$ cat src/rtl/irq_trap_ctrl.sv
// Machine-mode interrupt requester: synchronises/latches sources, waits for an
// instruction boundary, issues a one-cycle trap pulse and drives fetch redirects.
module irq_trap_ctrl #(
    parameter int SYNC_STAGES = 2
) (
    input  logic        clk,
    input  logic        rst,
    input  logic        ext_irq_in,
    input  logic        frc_cntr_val_leq,
    input  logic        csr_rmie,
    input  logic        csr_meie,
    input  logic        csr_mtie,
    input  logic        cpu_stat_pc,
    input  logic [31:2] pc_if,
    input  logic        cmd_mret_ex,
    input  logic [31:2] csr_mtvec_ex,
    input  logic [31:2] csr_mepc_ex,
    output logic        interrupts_in_pc_state,
    output logic        g_interrupt,
    output logic        timer_cause,
    output logic [1:0]  g_interrupt_priv,
    output logic [1:0]  g_current_priv,
    output logic [31:2] pc_excep,
    output logic        trap_redirect,
    output logic [31:2] trap_target,
    output logic        irq_busy
);

    typedef enum logic [1:0] {
        ST_IDLE       = 2'd0,
        ST_PENDING    = 2'd1,
        ST_TAKE       = 2'd2,
        ST_IN_HANDLER = 2'd3
    } state_t;

    state_t state_reg, state_next;

    logic [SYNC_STAGES-1:0] sync_reg;
    logic                   sync_prev_reg;
    logic                   ext_pend_reg;
    logic                   mret_redirect_reg;
    logic                   g_interrupt_reg;
    logic                   timer_cause_reg;
    logic [31:2]            pc_excep_reg;
    logic [31:2]            trap_target_reg;

    logic ext_rise;
    logic req_ext;
    logic req_tmr;
    logic req;
    logic take_edge;

    assign ext_rise  = sync_reg[SYNC_STAGES-1] & ~sync_prev_reg;
    assign req_ext   = ext_pend_reg & csr_meie;
    assign req_tmr   = frc_cntr_val_leq & csr_mtie;
    assign req       = csr_rmie & (req_ext | req_tmr);
    assign take_edge = (state_reg == ST_PENDING) & ~cmd_mret_ex & req & cpu_stat_pc;

    // State register
    always_ff @(posedge clk or posedge rst) begin
        if (rst) begin
            state_reg <= ST_IDLE;
        end else begin
            state_reg <= state_next;
        end
    end

    // Next-state logic; mret in PENDING wins over a take
    always_comb begin
        state_next = state_reg;
        case (state_reg)
            ST_IDLE: begin
                if (req) begin
                    state_next = ST_PENDING;
                end
            end
            ST_PENDING: begin
                if (cmd_mret_ex || !req) begin
                    state_next = ST_IDLE;
                end else if (cpu_stat_pc) begin
                    state_next = ST_TAKE;
                end
            end
            ST_TAKE: begin
                state_next = ST_IN_HANDLER;
            end
            ST_IN_HANDLER: begin
                if (cmd_mret_ex) begin
                    state_next = ST_IDLE;
                end
            end
            default: state_next = ST_IDLE;
        endcase
    end

    // Output logic
    always_comb begin
        interrupts_in_pc_state = 1'b0;
        trap_redirect          = mret_redirect_reg;
        irq_busy               = 1'b0;
        case (state_reg)
            ST_TAKE: begin
                interrupts_in_pc_state = 1'b1;
                trap_redirect          = 1'b1;
                irq_busy               = 1'b1;
            end
            ST_IN_HANDLER: begin
                irq_busy = 1'b1;
            end
            default: ;
        endcase
    end

    // Synchroniser, pending latch and captured trap context
    always_ff @(posedge clk or posedge rst) begin
        if (rst) begin
            sync_reg          <= '0;
            sync_prev_reg     <= 1'b0;
            ext_pend_reg      <= 1'b0;
            mret_redirect_reg <= 1'b0;
            g_interrupt_reg   <= 1'b0;
            timer_cause_reg   <= 1'b0;
            pc_excep_reg      <= '0;
            trap_target_reg   <= '0;
        end else begin
            sync_reg      <= {sync_reg[SYNC_STAGES-2:0], ext_irq_in};
            sync_prev_reg <= sync_reg[SYNC_STAGES-1];

            if (ext_rise) begin
                ext_pend_reg <= 1'b1;
            end else if (state_reg == ST_TAKE && g_interrupt_reg) begin
                ext_pend_reg <= 1'b0;
            end

            mret_redirect_reg <= cmd_mret_ex;

            // An mret redirect is the later one seen by fetch, so it wins
            if (cmd_mret_ex) begin
                trap_target_reg <= csr_mepc_ex;
            end else if (state_reg == ST_TAKE) begin
                trap_target_reg <= csr_mtvec_ex;
            end

            if (take_edge) begin
                pc_excep_reg    <= pc_if;
                g_interrupt_reg <= req_ext;
                timer_cause_reg <= ~req_ext;
            end else if (state_reg == ST_IN_HANDLER && cmd_mret_ex) begin
                g_interrupt_reg <= 1'b0;
                timer_cause_reg <= 1'b0;
            end
        end
    end

    assign g_interrupt      = g_interrupt_reg;
    assign timer_cause      = timer_cause_reg;
    assign pc_excep         = pc_excep_reg;
    assign trap_target      = trap_target_reg;
    assign g_interrupt_priv = 2'b11;
    assign g_current_priv   = 2'b11;

endmodule

$ cat config.mk
export PLATFORM = sky130hd
export DESIGN_NAME = irq_trap_ctrl
export DESIGN_NICKNAME = d
export VERILOG_FILES = /design/src/rtl/irq_trap_ctrl.sv
export SDC_FILE = /design/constraint.sdc
export NUM_CORES = 1
export LEC_CHECK = 0
export CORE_ASPECT_RATIO = 1.1
export CORE_MARGIN = 2
export CORE_UTILIZATION = 39
export CTS_CLUSTER_DIAMETER = 30
export DETAILED_ROUTE_END_ITERATION = 8
export PLACE_DENSITY_LB_ADDON = 0.2
export RECOVER_POWER = 25
export SLEW_MARGIN = 15
export SYNTH_ARGS = -nofsm -noshare
export SYNTH_HDL_FRONTEND = slang
export SYNTH_SLANG_ARGS = --single-unit
$ cat constraint.sdc
create_clock -name clk -period 2.7 [get_ports clk]
set_clock_uncertainty 0.2 [all_clocks]
set_input_delay 0.54 -clock clk [delete_from_list [all_inputs] [get_ports clk]]
set_output_delay 0.54 -clock clk [all_outputs]
set_load 0.01 [all_outputs]
# Word level (Yosys, flattened, before mapping)
# Index checks and enable logic that the tools add are counted.
[word_totals]
in_bits = 99
reg_bits = 69
output_inout_bits = 69
[classes]
n_reduce_logical = 10
eq_ne = 6
n_mux = 15
bitwise = 11
[op_table]
columns = ["operator", "n"]
rows = [
  ["two-way mux 30 bit", 2],
  ["two-way mux 1 bit", 8],
  ["two-way mux 2 bit", 4],
  ["case mux 2 bit (4 select lines)", 1],
  ["bitwise AND 1 bit", 7],
  ["nonzero test 2 bit", 3],
  ["== test 2 bit, second input constant", 2],
  ["inequality test 2 bit, second input constant", 2],
  ["inequality test 3 x 2 -> 1 bit, second input constant", 1],
  ["NOT 1 bit", 3],
  ["AND reduction 3 bit", 1],
  ["== test 2 x 1 -> 1 bit, second input constant", 1],
  ["logical AND 1 bit", 2],
  ["zero test 2 bit", 1],
  ["OR reduction 2 bit", 1],
  ["zero test 1 bit", 1],
  ["logical OR 1 bit", 1],
  ["bitwise OR 1 bit", 1],
]

# Longest topological paths before layout
# Gate-level depths: netlist of run 1.
[logic_depth]
ltp_word = 7
mapped_depth = 5

# Worst setup path before layout of run 1
# Ideal clock, no wire load.
[synth_timing]
path_type = "register to output"
from = "reg with a tool-made name"
to = "out trap_redirect"
arrival_ps = 1132
required_ps = 1960
slack_ps = 828
path_stages_with_launch = 5
path_buffers = 2
path_cell_list = "dfrtp_1 > nor2b_1 > buf_4 > buf_6 > or2_2"
[synth_lines]
columns = ["element", "line", "text"]
rows = [
  ["to (decl)", "24", "output logic trap_redirect,"],
]

==> summary.txt, run 1 <==
Synth
  • Count leader, synth: dfrtp_1
  • Synth cell types: 22
  • Ys Warns: 0
  • Synth async-reset ratio: 1.000
  • Most used flip-flop cell after synthesis: dfrtp_1
  • Area share of the largest cell type after synthesis: 0.5733
  • Synth Register Bits: 69
  • Number of synthesized flops with an enable pin: 0
  • Synth top area cells: dfrtp_1 57%, mux2_4 14%, mux2i_1 10%
  • Synthesized netlist cell count: 230
  • Fraction of the yosys area taken by sequential cells: 0.5733
  • Top cells by count, synth: 69 x dfrtp_1, 34 x nand2_1, 31 x mux2i_1
  • Syn avg cell area: 13.09 um^2
  • Post-Syn Area: 3012 um^2
  • Synth area leader: dfrtp_1

Timing
  • Final-report hold violation count: 0
  • Crit path time final: 2.437 ns
  • Final setup vio count: 0
  • FMAX: 410.4 MHz
  • RSZ-0062 raised after global routing: false
  • Period utilization: 0.9026
  • Slew Limit Fails: 0
  • Worst slew margin: 0.01250
  • Final TNS setup: 0 ns
  • Worst-margin pin slew: 1.481 ns

Floorplanning
  • Die X: 87.79 um
  • FP Rows: 33
  • Die Height: 96.17 um
  • Core area: 7473 um^2
  • Die footprint: 8442 um^2
  • Initial Util: 0.4030
  • I/O Pins: 168

Worst setup path
  • CP peak stage delay: 0.49 ns
  • Delay-heaviest family, CP: buffers and inverters
  • Crit Path Class: flip-flop to primary output
  • Req. time, crit path: 1.96 ns
  • Worst path cell trace: nor2b_4 > or2_2 > clkdlybuf4s50_1
  • Crit path max fanout: 6
  • CP arrival: 1.70 ns
  • Startpoint types: flip-flop
  • Worst Setup End Kind: primary output
  • Sum of buffers and inverters on the critical path: 1
  • Slowest cell on crit path: clkdlybuf4s50_1

Routing
  • Final antenna-violating net count: 0
  • Iter 0 DRT Violations: 39
  • First-pass detailed-route iteration total: 4
  • Average wire per standard cell: 14.56 um
  • Final WL: 7.322 mm
  • Drt drc: 0
  • DR vias: 2302
  • Vias per cell: 4.577

CTS
  • Clock sinks: 69
  • CTS tree: yes
  • Clock transition at path regs: 0.07 ns
  • Root Driver: clkbuf_8
  • Max H-tree Level: 3
  • Number of hold buffers added after CTS: 0
  • Setup bufs post-CTS: 0
  • Worst skew pair latency: 0.34 ns
  • Clock buffer depth: 2
  • CTS resizes: 0
  • Total CTS buffers: 9

Global route
  • Global-route wire length before repair: 11.34 mm
  • Grt peak-use layer: met2
  • Antenna violations before repair: 0
  • Aggregate global routing overflow: 0
  • Met3 GRT Util: 0.06861
  • Met1 Resource Use GR: 0.2248
  • Met2 GRT Util: 0.2746
  • Global Route Usage Sum: 0.1756
  • Vias in the first global route: 2356
  • Largest net degree at the start of global routing: 70

Finish
  • Fraction of layout cells with a size suffix above 1: 0.1432
  • Final Non-Filler Cells: 503
  • Ant. Diodes: 0
  • P&R area growth vs syn: 63.27%
  • Fin nets: 492
  • Fill count: 598
  • Finished Cell Area: 4917 um^2
  • Register area: 1727 um^2
  • Final Util: 0.6580
  • Multi-input gate area: 1160 um^2

Pwr
  • Pleak: 2.163 nW
  • Clk network pwr share: 0.221
  • Switching Fraction: 0.2856
  • Power Total: 0.004363 W
  • NetSw: 0.001246 W
  • Pwr/cell area: 887.2 nW/um^2
  • Comb pwr share: 0.414
  • Peak VDD IR: 0.5142 mV
  • Flop pwr share: 0.365
  • Int Power: 0.003117 W

Placement
  • Placed Area: 4702 um^2
  • Port Buffers: 163
  • DP Cell Count: 487
  • Routability cong.: 0.7392
  • Post-DP HPWL: 5.274 mm

Job
  • Max-Cap Viols: 0

Hold path
  • Worst hold path class: flip-flop to flip-flop

Run status
  • Status: finished, final reports clean
==> placed cells by master, fill, tap and decap left out, types with 2 or more instances in the layout <==
master / instances
clkdlybuf4s50_1: 161
buf_2: 2
dfrtp_1: 69
clkbuf_8: 11
conb_1: 4
o21ai_0: 30
bufinv_16: 2
nand2_1: 34
mux2_4: 29
mux2_2: 2
mux2i_1: 31
a21oi_1: 3
a22o_1: 2
buf_4: 3
==> per-layer routing <==
| layer | wire, um | part of all wire |
|---|---|---|
| met3 | 777 | 0.11 |
| met5 | 0 | 0 |
| met2 | 3364 | 0.46 |
| met1 | 3093 | 0.42 |
| met4 | 87 | 0.012 |
==> worst paths after layout <==
check,start,to,slack [ns],depth (start not counted)
worst max-delay path,flip-flop,trap_redirect,0.26,3
worst min-delay path,sync_reg[0],sync_reg[1],0.15,0
worst max register to register,state_reg[0],trap_target[29],0.83,4
worst min register to register,sync_reg[0],sync_reg[1],0.15,0
max in group asynchronous,rst,trap_target[24],0.56,3
min in group asynchronous,rst,trap_target[15],0.83,3
==> logic make-up after synthesis <==
family | after synthesis | synth area share
DFF | 69 | 0.5733
AOI/OAI and AO/OA | 36 | 0.06273
and+or+nand+nor | 41 | 0.05983
buffers and inverters | 21 | 0.04778
muxes | 62 | 0.2551
other | 1 | 0.001245
==> per-stage QoR <==
step                      hold slack [ns]  setup WS (ns)
after floorplan                    0.1312         0.2201
after global placement             0.1351         0.4257
after detailed placement           0.1347         0.3699
after CTS                          0.1517         0.2180
after global routing               0.1749         0.1827
final                              0.1498         0.2631
==> final cells by class <==
cell class | instances | share of cell area
sequential | 69 | 0.3511
clock inverter | 5 | 0.01654
multi-input combinational | 143 | 0.2359
tap | 105 | 0.02672
inverter | 2 | 0.001527
timing repair buffer | 168 | 0.3374
clock buffer | 11 | 0.03079
==> power groups by stage <==
stage               registers (W)  clock network [W]  logic (W)
CTS                       0.00160           0.000998    0.00184
floorplan                 0.00173                  0   0.000761
finish                    0.00159           0.000964    0.00181
detailed placement        0.00160                  0    0.00183
global placement          0.00161                  0    0.00179
global route              0.00164            0.00104    0.00193
Note: power is estimated with default switching activity, not from simulation.
==> run 2, diff against run 1 <==
--- a/config.mk
+++ b/config.mk
@@ -16,3 +16,4 @@
 export SYNTH_ARGS = -nofsm -noshare
 export SYNTH_HDL_FRONTEND = slang
 export SYNTH_SLANG_ARGS = --single-unit
+export TNS_END_PERCENT = 20
==> results of run 2 <==
No change in the layout: final DEF, timing and power equal those of run 1.
==> run 3, diff against run 2 <==
--- a/config.mk
+++ b/config.mk
@@ -12,6 +12,7 @@
 export DETAILED_ROUTE_END_ITERATION = 8
 export PLACE_DENSITY_LB_ADDON = 0.2
 export RECOVER_POWER = 25
+export SKIP_CTS_REPAIR_TIMING = 1
 export SLEW_MARGIN = 15
 export SYNTH_ARGS = -nofsm -noshare
 export SYNTH_HDL_FRONTEND = slang
==> results of run 3 <==
No change in the layout: final DEF, timing and power equal those of run 1.
